<file path="config.mk">
export PLATFORM = sky130hd
export DESIGN_NAME = delay_window_gen
export DESIGN_NICKNAME = d
export VERILOG_FILES = /design/src/rtl/dly_pkg.sv /design/src/rtl/dly_chan.sv /design/src/rtl/delay_window_gen.sv
export SDC_FILE = /design/constraint.sdc
export NUM_CORES = 1
export LEC_CHECK = 0
export ABC_AREA = 1
export CAP_MARGIN = 25
export CORE_MARGIN = 3
export CORE_UTILIZATION = 35
export DETAILED_ROUTE_END_ITERATION = 12
export PLACE_DENSITY = 0.61
export SYNTH_ARGS = -nofsm -noshare
export SYNTH_HDL_FRONTEND = slang
export SYNTH_HIERARCHICAL = 1
export SYNTH_SLANG_ARGS = --single-unit
export TNS_END_PERCENT = 10
</file>
<file path="constraint.sdc">
create_clock -name Clk -period 2.3 [get_ports Clk]
set_input_delay 0.46 -clock Clk [delete_from_list [all_inputs] [get_ports Clk]]
set_output_delay 0.46 -clock Clk [all_outputs]
set_load 0.005 [all_outputs]
</file>
<file path="src/rtl/dly_pkg.sv">
// Shared constants, config record and helpers for the delay/window generator.
// Optional feature macro used by this slice: DLY_EDGE_EN (rising-edge detect on inputs).
package dly_pkg;

  localparam int unsigned NCHAN_DEF = 4;
  localparam int unsigned DEPTH_DEF = 16;
  localparam int unsigned WW_DEF    = 4;
  localparam int unsigned DW_DEF    = $clog2(DEPTH_DEF);

  // Per-channel config record at the default geometry.
  typedef struct packed {
    logic [DW_DEF-1:0] delay;
    logic [WW_DEF-1:0] width;
  } cfg_t;

  // Saturate a requested delay to the last tap of a DEPTH-tap line.
  function automatic int unsigned clamp_delay(input int unsigned req, input int unsigned depth);
    return (req > depth - 1) ? depth - 1 : req;
  endfunction

endpackage

</file>
<file path="src/rtl/dly_chan.sv">
// One channel: optional rising-edge detector, DEPTH-tap shift line, tap mux and
// retriggerable window counter. Macro: DLY_EDGE_EN adds a registered edge detector.
module dly_chan
  import dly_pkg::*;
#(
  parameter int unsigned DEPTH = DEPTH_DEF,
  parameter int unsigned WW    = WW_DEF,
  parameter int unsigned DW    = $clog2(DEPTH)
) (
  input  logic          Clk,
  input  logic          Rst_n,
  input  logic          din_i,
  input  logic [DW-1:0] delay_i,
  input  logic [WW-1:0] width_i,
  input  logic          clear_i,
  input  logic          flush_i,
  output logic          dly_o,
  output logic          win_o
);

  logic [DEPTH-1:0] line_q, line_d;
  logic [WW-1:0]    cnt_q, cnt_d;
  logic             dly_q, dly_d;
  logic             win_q, win_d;
  logic             line_in;
  logic             tap;

`ifdef DLY_EDGE_EN
  logic prev_q;
  logic edge_q;

  // Register a one-cycle event on each rising edge of the raw input.
  always_ff @(posedge Clk) begin
    if (!Rst_n || clear_i) begin
      prev_q <= 1'b0;
      edge_q <= 1'b0;
    end else begin
      prev_q <= din_i;
      edge_q <= din_i & ~prev_q;
    end
  end

  assign line_in = edge_q;
`else
  assign line_in = din_i;
`endif

  assign tap = line_q[delay_i];

  // Next state: shift, select tap, reload or count down the window.
  always_comb begin
    line_d = {line_q[DEPTH-2:0], line_in};
    cnt_d  = cnt_q;
    dly_d  = tap;
    win_d  = 1'b0;
    if (clear_i) begin
      line_d = '0;
      cnt_d  = '0;
      dly_d  = 1'b0;
    end else if (flush_i) begin
      // Line keeps refilling; outputs and window stay quiet until the flush ends.
      cnt_d = '0;
      dly_d = 1'b0;
    end else if (tap) begin
      cnt_d = width_i;
      win_d = 1'b1;
    end else if (cnt_q != '0) begin
      cnt_d = cnt_q - WW'(1);
      win_d = 1'b1;
    end
  end

  // Channel state registers.
  always_ff @(posedge Clk) begin
    if (!Rst_n) begin
      line_q <= '0;
      cnt_q  <= '0;
      dly_q  <= 1'b0;
      win_q  <= 1'b0;
    end else begin
      line_q <= line_d;
      cnt_q  <= cnt_d;
      dly_q  <= dly_d;
      win_q  <= win_d;
    end
  end

  assign dly_o = dly_q;
  assign win_o = win_q;

endmodule

</file>
<file path="src/rtl/delay_window_gen.sv">
// Per-channel programmable delay plus retriggerable window stretcher with a
// shadow/active config scheme and a DEPTH-cycle flush on Commit.
// Macro: DLY_EDGE_EN (inputs pass through a rising-edge detector; +1 cycle latency).
module delay_window_gen
  import dly_pkg::*;
#(
  parameter  int unsigned NCHAN = NCHAN_DEF,
  parameter  int unsigned DEPTH = DEPTH_DEF,
  parameter  int unsigned WW    = WW_DEF,
  localparam int unsigned DW    = $clog2(DEPTH),
  localparam int unsigned CW    = (NCHAN > 1) ? $clog2(NCHAN) : 1
) (
  input  logic             Clk,
  input  logic             Rst_n,
  input  logic [NCHAN-1:0] Channels,
  input  logic             CfgValid,
  output logic             CfgReady,
  input  logic [CW-1:0]    CfgChan,
  input  logic [DW-1:0]    CfgDelay,
  input  logic [WW-1:0]    CfgWidth,
  input  logic             Commit,
  output logic             Busy,
  output logic [NCHAN-1:0] DlayChann,
  output logic [NCHAN-1:0] WinChann
);

  localparam int unsigned FW = $clog2(DEPTH + 1);

  typedef struct packed {
    logic [DW-1:0] delay;
    logic [WW-1:0] width;
  } chan_cfg_t;

  chan_cfg_t       shadow_q [NCHAN];
  chan_cfg_t       shadow_d [NCHAN];
  chan_cfg_t       active_q [NCHAN];
  chan_cfg_t       active_d [NCHAN];
  logic [FW-1:0]   flush_q, flush_d;
  logic            rdy_q;
  logic            busy;
  logic            cfg_hs;
  logic            chan_ok;
  logic            flush_active;

  assign busy     = (flush_q != '0);
  assign Busy     = busy;
  assign CfgReady = rdy_q & ~busy;
  assign cfg_hs   = CfgValid & CfgReady;
  assign chan_ok  = (32'(CfgChan) < NCHAN);

  // Shadow write, commit transfer and flush countdown; a write in the commit
  // cycle lands in the shadow before it is copied to active.
  always_comb begin
    shadow_d = shadow_q;
    active_d = active_q;
    flush_d  = flush_q;
    if (cfg_hs && chan_ok) begin
      shadow_d[CfgChan].delay = DW'(clamp_delay(32'(CfgDelay), DEPTH));
      shadow_d[CfgChan].width = CfgWidth;
    end
    if (Commit) begin
      active_d = shadow_d;
      flush_d  = FW'(DEPTH);
    end else if (busy) begin
      flush_d = flush_q - FW'(1);
    end
  end

  // Config and flush registers.
  always_ff @(posedge Clk) begin
    if (!Rst_n) begin
      shadow_q <= '{default: '0};
      active_q <= '{default: '0};
      flush_q  <= '0;
      rdy_q    <= 1'b0;
    end else begin
      shadow_q <= shadow_d;
      active_q <= active_d;
      flush_q  <= flush_d;
      rdy_q    <= 1'b1;
    end
  end

  // Outputs are forced low on every edge that leaves Busy high.
  assign flush_active = (flush_d != '0);

  for (genvar i = 0; i < NCHAN; i++) begin : g_chan
    dly_chan #(
      .DEPTH(DEPTH),
      .WW   (WW),
      .DW   (DW)
    ) u_chan (
      .Clk    (Clk),
      .Rst_n  (Rst_n),
      .din_i  (Channels[i]),
      .delay_i(active_q[i].delay),
      .width_i(active_q[i].width),
      .clear_i(Commit),
      .flush_i(flush_active),
      .dly_o  (DlayChann[i]),
      .win_o  (WinChann[i])
    );
  end

endmodule

</file>
# Word-level counts from Yosys, hierarchy flattened
# Cells that the tools add are included.
word_totals:
  reg_bits: 158
  latchBits: 0
  ram_bits: 0
  rom_bits: 0
  in_bits: 18
  out_inout_bits: 10
  elab_cells: 97
  memories: 0
classes:
  addsub: 5
  mul: 0
  div: 0
  order_cmp: 6
  eq_ne: 0
  shift: 0
  n_mux: 34
  bitwise_logic: 5
  n_reduce_logical: 13
op_table:
  columns: ["op", "n"]
  rows:
  - ["32-bit bitwise mux", 2]
  - ["4-bit 2-to-1 mux", 9]
  - ["8-bit demux with 2-bit select", 2]
  - ["32-bit 2-to-1 mux", 1]
  - ["4-bit by 5-bit less-than comparator with 1-bit output, second input constant", 4]
  - ["1-bit binary-select mux with 4-bit select", 4]
  - ["4-bit nonzero test", 4]
  - ["4-bit by 1-bit subtractor with 4-bit output, second input constant", 4]
  - ["1-bit 2-to-1 mux", 13]
  - ["5-bit 2-to-1 mux", 2]
  - ["5-bit nonzero test", 2]
  - ["8-bit 2-to-1 mux", 1]
  - ["2-bit nonzero test", 4]
  - ["5-bit by 1-bit subtractor with 5-bit output, second input constant", 1]
  - ["3-bit greater-or-equal comparator, second input constant", 1]
  - ["3-bit by 1-bit less-than comparator with 1-bit output, second input constant", 1]
  - ["2-bit NOT with 3-bit output", 1]
  - ["3-bit OR reduction", 1]
  - ["1-bit AND", 2]
  - ["1-bit NOT", 2]
  - ["2-bit OR reduction", 1]
  - ["1-bit logical AND", 1]

# Logic depth before layout (Yosys ltp)
depth:
  ltp_word: 8
  mapped_depth: 12
  mapped_depth_nobuf: 12

# Cells and area by module
# The synthesis kept the hierarchy.
modules_own_cells:
  columns: ["mod", "n_inst", "cells_each", "area_per_inst_um2", "seq_area_each_um2"]
  rows:
  - ["dly_chan", 4, 130, 952.2, 440.4]
  - ["delay_window_gen", 1, 499, 3582.2, 1401.3]

# Worst setup path after synthesis
# No wires, ideal clock.
synth_timing:
  path_kind: "register to register"
  from: "reg flush_q[0]"
  to: "reg g_chan[0].u_chan.cnt_q[2]"
  setup_time_ns: 0.070
  arrival_time_ns: 1.520
  t_required_ns: 2.230
  setup_slack_ns: 0.710
  path_stages_with_launch: 13
  n_path_buf: 0
  period_less_slack_ns: 1.590
  cell_sequence: "dfxtp_1 inv_1 ha_1 nand3_4 inv_1 nand2_1 nand3_1 nand2_1 inv_1 nand2_1 nor2_1 o21ai_2 a21oi_1"
synth_via:
  elab_chain_cells: 5
  elab_cells_between_ends: 6
  cone_classes: "add/sub: 1; mux: 2; reduce/logical: 3"
synth_lines:
  columns: ["element", "line", "rtl"]
  rows:
  - ["start: declaration", "delay_window_gen.sv:38", "logic [FW-1:0] flush_q, flush_d;"]
  - ["start signal: assignment", "delay_window_gen.sv:79", "flush_q <= flush_d;"]
  - ["5-bit nonzero test", "delay_window_gen.sv:45", "assign busy = (flush_q != '0);"]
  - ["via Busy", "delay_window_gen.sv:22", "output logic Busy,"]
  - ["5-bit 2-to-1 mux", "delay_window_gen.sv:64", "end else if (busy) begin"]
  - ["5-bit 2-to-1 mux", "delay_window_gen.sv:61", "if (Commit) begin"]
  - ["5-bit nonzero test", "delay_window_gen.sv:85", "assign flush_active = (flush_d != '0);"]
  - ["via flush_active", "delay_window_gen.sv:43", "logic flush_active;"]
  - ["3-bit OR reduction (no line)", null, null]
  - ["end signal: assignment", "dly_chan.sv:82", "cnt_q <= cnt_d;"]
  - ["end: declaration", "dly_chan.sv:22", "logic [WW-1:0] cnt_q, cnt_d;"]
# The timed path passes the listed nets, and every way through them passes these cells.
# A chain may end at the register's enable or synchronous reset.

# Worst setup path after layout
layout_timing:
  from: "reg flush_q[0]"
  to: "out CfgReady"
layout_via:
  elab_chain_cells: 3
layout_lines:
  columns: ["element", "line", "rtl"]
  rows:
  - ["5-bit nonzero test", "delay_window_gen.sv:45", null]
  - ["1-bit NOT", "delay_window_gen.sv:47", "assign CfgReady = rdy_q & ~busy;"]
  - ["1-bit AND", "delay_window_gen.sv:47", null]
  - ["end: declaration", "delay_window_gen.sv:17", "output logic CfgReady,"]
# Every way passes these cells.

==> results.tsv <==
metric	value	unit
buffers and inverters on the worst path	2	
arrival time at the worst endpoint	1.76	ns
total power	6.674	mW
Starting Density	0.3606	
WL/cell	11.46	um
Die Area	22900	sq um
Bufs on Longest Clock Path	2	
Critical-path top delay cell	clkdlybuf4s50_1	
synth-to-layout area growth	14.64	%
Post-synth EDFFs	0	
layout cells sized above 1	0.1232	
fin nets	1070	
register area share after synthesis	0.4280	
fin util	0.4134	
Async S/R FF share, synth	0	
mean area per synthesized cell	7.253	sq um
Main synth FF type	dfxtp_1	
Reg2Reg Setup Slack	0.26	ns
Critical path destination	CfgReady	
Sequential Area	3163	sq um
Crit Path Category	flop to output pin	
root buf cell	clkbuf_16	
# Max-Cap Violations	0	
most common cell after layout, fill and taps aside	nand2_1	
family with the most delay on the worst path	buffers and inverters	
Worst R2R End	g_chan[2].u_chan/cnt_q[2]$_SDFFE_PP0P_	
Core Rows	52	
largest net degree at the start of global routing	69	
GRT Overall Usage	0.1396	
DRT iter0 DRCs	340	
Worst setup EP type	output pin	
Die Wd	151.3	um
clock latency at the later pin of the worst-skew pair	0.42	ns
RR Startpoint	flush_q[0]$_SDFF_PN0_	
RSZ-0062 raised after global routing	false	
Core Box Area	20490	sq um
CTS clock-pin slew for the worst setup and hold paths	0.06	ns
die height	151.3	um
FMAX	451.2	MHz
CTS Buf Count	17	
Cells after Synth	1019	
final count of negative-setup-slack endpoints	0	
status	finished, final reports clean	
detailed-route via count	6037	
Finished Cell Area	8473	sq um
drt pass-1 iters	5	
first-pass GRT wire length	25780	um
vias in the first global route	5665	
syn_nets	1046	
distinct cell type count after synthesis	35	
Clock Skew	0.005743	ns
Routed Antenna Nets	0	
dpl hpwl	10080	um
relative slew slack	0.6126	
Lkg Pwr	3.787	nW
DRC viols	0	
Hold Slack	0.3898	ns
crit start category	flop	
fill cell count	2112	
most frequent cells in the layout	205 x nand2_1, 162 x inv_1, 158 x dfxtp_1	
crit-path max cell delay	0.51	ns
Ports	28	
Warnings, synthesis	6	
post-synthesis cell area	7391	sq um
Fin Setup TNS	0	ns
R2R cell count	13	
initial antenna violation count	0	
measured slew at the worst slew-check pin	0.5804	ns
final WL	15190	um
data required time of the worst path	1.84	ns
min cycle time layout	2.216	ns
critical-path cell list	inv_1 > ha_4 > nand3_4 > nor2_8 > clkdlybuf4s50_1	
CP Depth	5	
gr ovfl total	0	
Slew Limit Fails	0	
final worst-path cycle share	0.9636	
CTS tree	done	
critical path peak fanout	4	
placed instance area	7819	sq um
VDD IR max	448.6	uV
# diodes	0	
Pwr Density	787.7	nW/um^2
PortBufs	27	
via/cell ratio	4.556	
Hold Path Class	primary input to flop	
H-Tree Depth	4	
area used by multi-input combinational logic	3238	sq um
GP Congestion	0.8266	
Clock Sinks	158	
final hold vios	0	
crit path launch	flush_q[0]$_SDFF_PN0_	
#FFs+latches synth	158	
cell usage after synthesis (all sizes together), types with 2 or more instances:
master | number | area share
clkbuf | 17 | 0.015
dfxtp | 158 | 0.43
xor2 | 14 | 0.017
nand2 | 217 | 0.12
a21oi | 45 | 0.030
ha | 9 | 0.015
o21ai | 48 | 0.039
clkinv | 5 | 0.0025
nand3 | 144 | 0.12
nor2 | 160 | 0.085
or2 | 4 | 0.0034
nand4 | 5 | 0.0051
dlygate4sd1 | 2 | 0.0024
buf | 20 | 0.026
inv | 170 | 0.090
area by class of cell:
cell class              count  area share
flip-flops and latches    158      0.3733
clock inverters            12     0.02259
inverters                 175     0.08107
repair buffers             44     0.04873
well taps                 270     0.03987
clock buffers              19     0.05227
multi-input cells         647      0.3822
power by group:
group / internal [mW] / total [mW] / switching [mW]
Sequential: 2.80 / 2.86 / 0.0542
Combinational: 0.273 / 0.779 / 0.506
Clock: 1.94 / 3.04 / 1.10
cells by family (layout without fill, tap and decap cells):
| group | Yosys count | after routing | synth area share |
|---|---|---|---|
| AO/OA/AOI/OAI | 93 | 93 | 0.06907 |
| adder cells (fa/ha/maj) | 9 | 9 | 0.01524 |
| buffers and inverters | 214 | 250 | 0.1356 |
| XOR/XNOR | 14 | 14 | 0.01659 |
| flip-flops | 158 | 158 | 0.4280 |
| AND/OR/NAND/NOR | 531 | 531 | 0.3355 |
sequential cells by signal, summed over array words and instances (netlist names):
register / count
active_q: 32
flush_q: 5
g_chan.u_chan/cnt_q: 16
g_chan.u_chan/dly_o: 4
g_chan.u_chan/line_q: 64
g_chan.u_chan/win_o: 4
rdy_q: 1
shadow_q: 32
worst min path at each step:
stage,startpoint,endpoint,slack (ns),depth (start not counted)
after floorplan,g_chan[0].u_chan/line_q[9]$_SDFF_PP0_,g_chan[0].u_chan/line_q[10]$_SDFF_PP0_,0.42,2
after global placement,g_chan[0].u_chan/line_q[13]$_SDFF_PP0_,g_chan[0].u_chan/line_q[14]$_SDFF_PP0_,0.42,2
after detailed placement,g_chan[3].u_chan/line_q[9]$_SDFF_PP0_,g_chan[3].u_chan/line_q[10]$_SDFF_PP0_,0.43,2
after CTS,Commit,flush_q[4]$_SDFF_PN0_,0.39,3
after global routing,Commit,flush_q[4]$_SDFF_PN0_,0.41,3
final,Commit,flush_q[4]$_SDFF_PN0_,0.39,3
through the flow:
stage,instances,worst slack (ns)
5_1_grt,1325,0.001979
3_5_place_dp,1293,0.1913
3_3_place_gp,1293,0.2183
6_report,1325,0.08374
2_1_floorplan,1019,0.7098
4_1_cts,1324,0.01467
metal layers:
metal  track usage  vias up  part of all wire
li1              -     3188                 -
met1        0.1774     2763              0.49
met2        0.2267       67              0.46
met3       0.03890       19             0.038
met4       0.04941        0             0.016
met5             0        -                 0
worst min-delay path: cells and delay by family:
kind	cells	cell delay, ns
buf+inv	1	0.16
simple gates	1	0.08
compound gates	1	0.07
what timing repair did:
action / CTS / global route
gates resized for setup: 2 / 0
buffers inserted: 0 / 1
gates cloned: 0 / 0
hold buffers: 0 / 0
endpoints found under the setup margin: 2 / 1
Note: power is estimated with default switching activity, not from simulation.
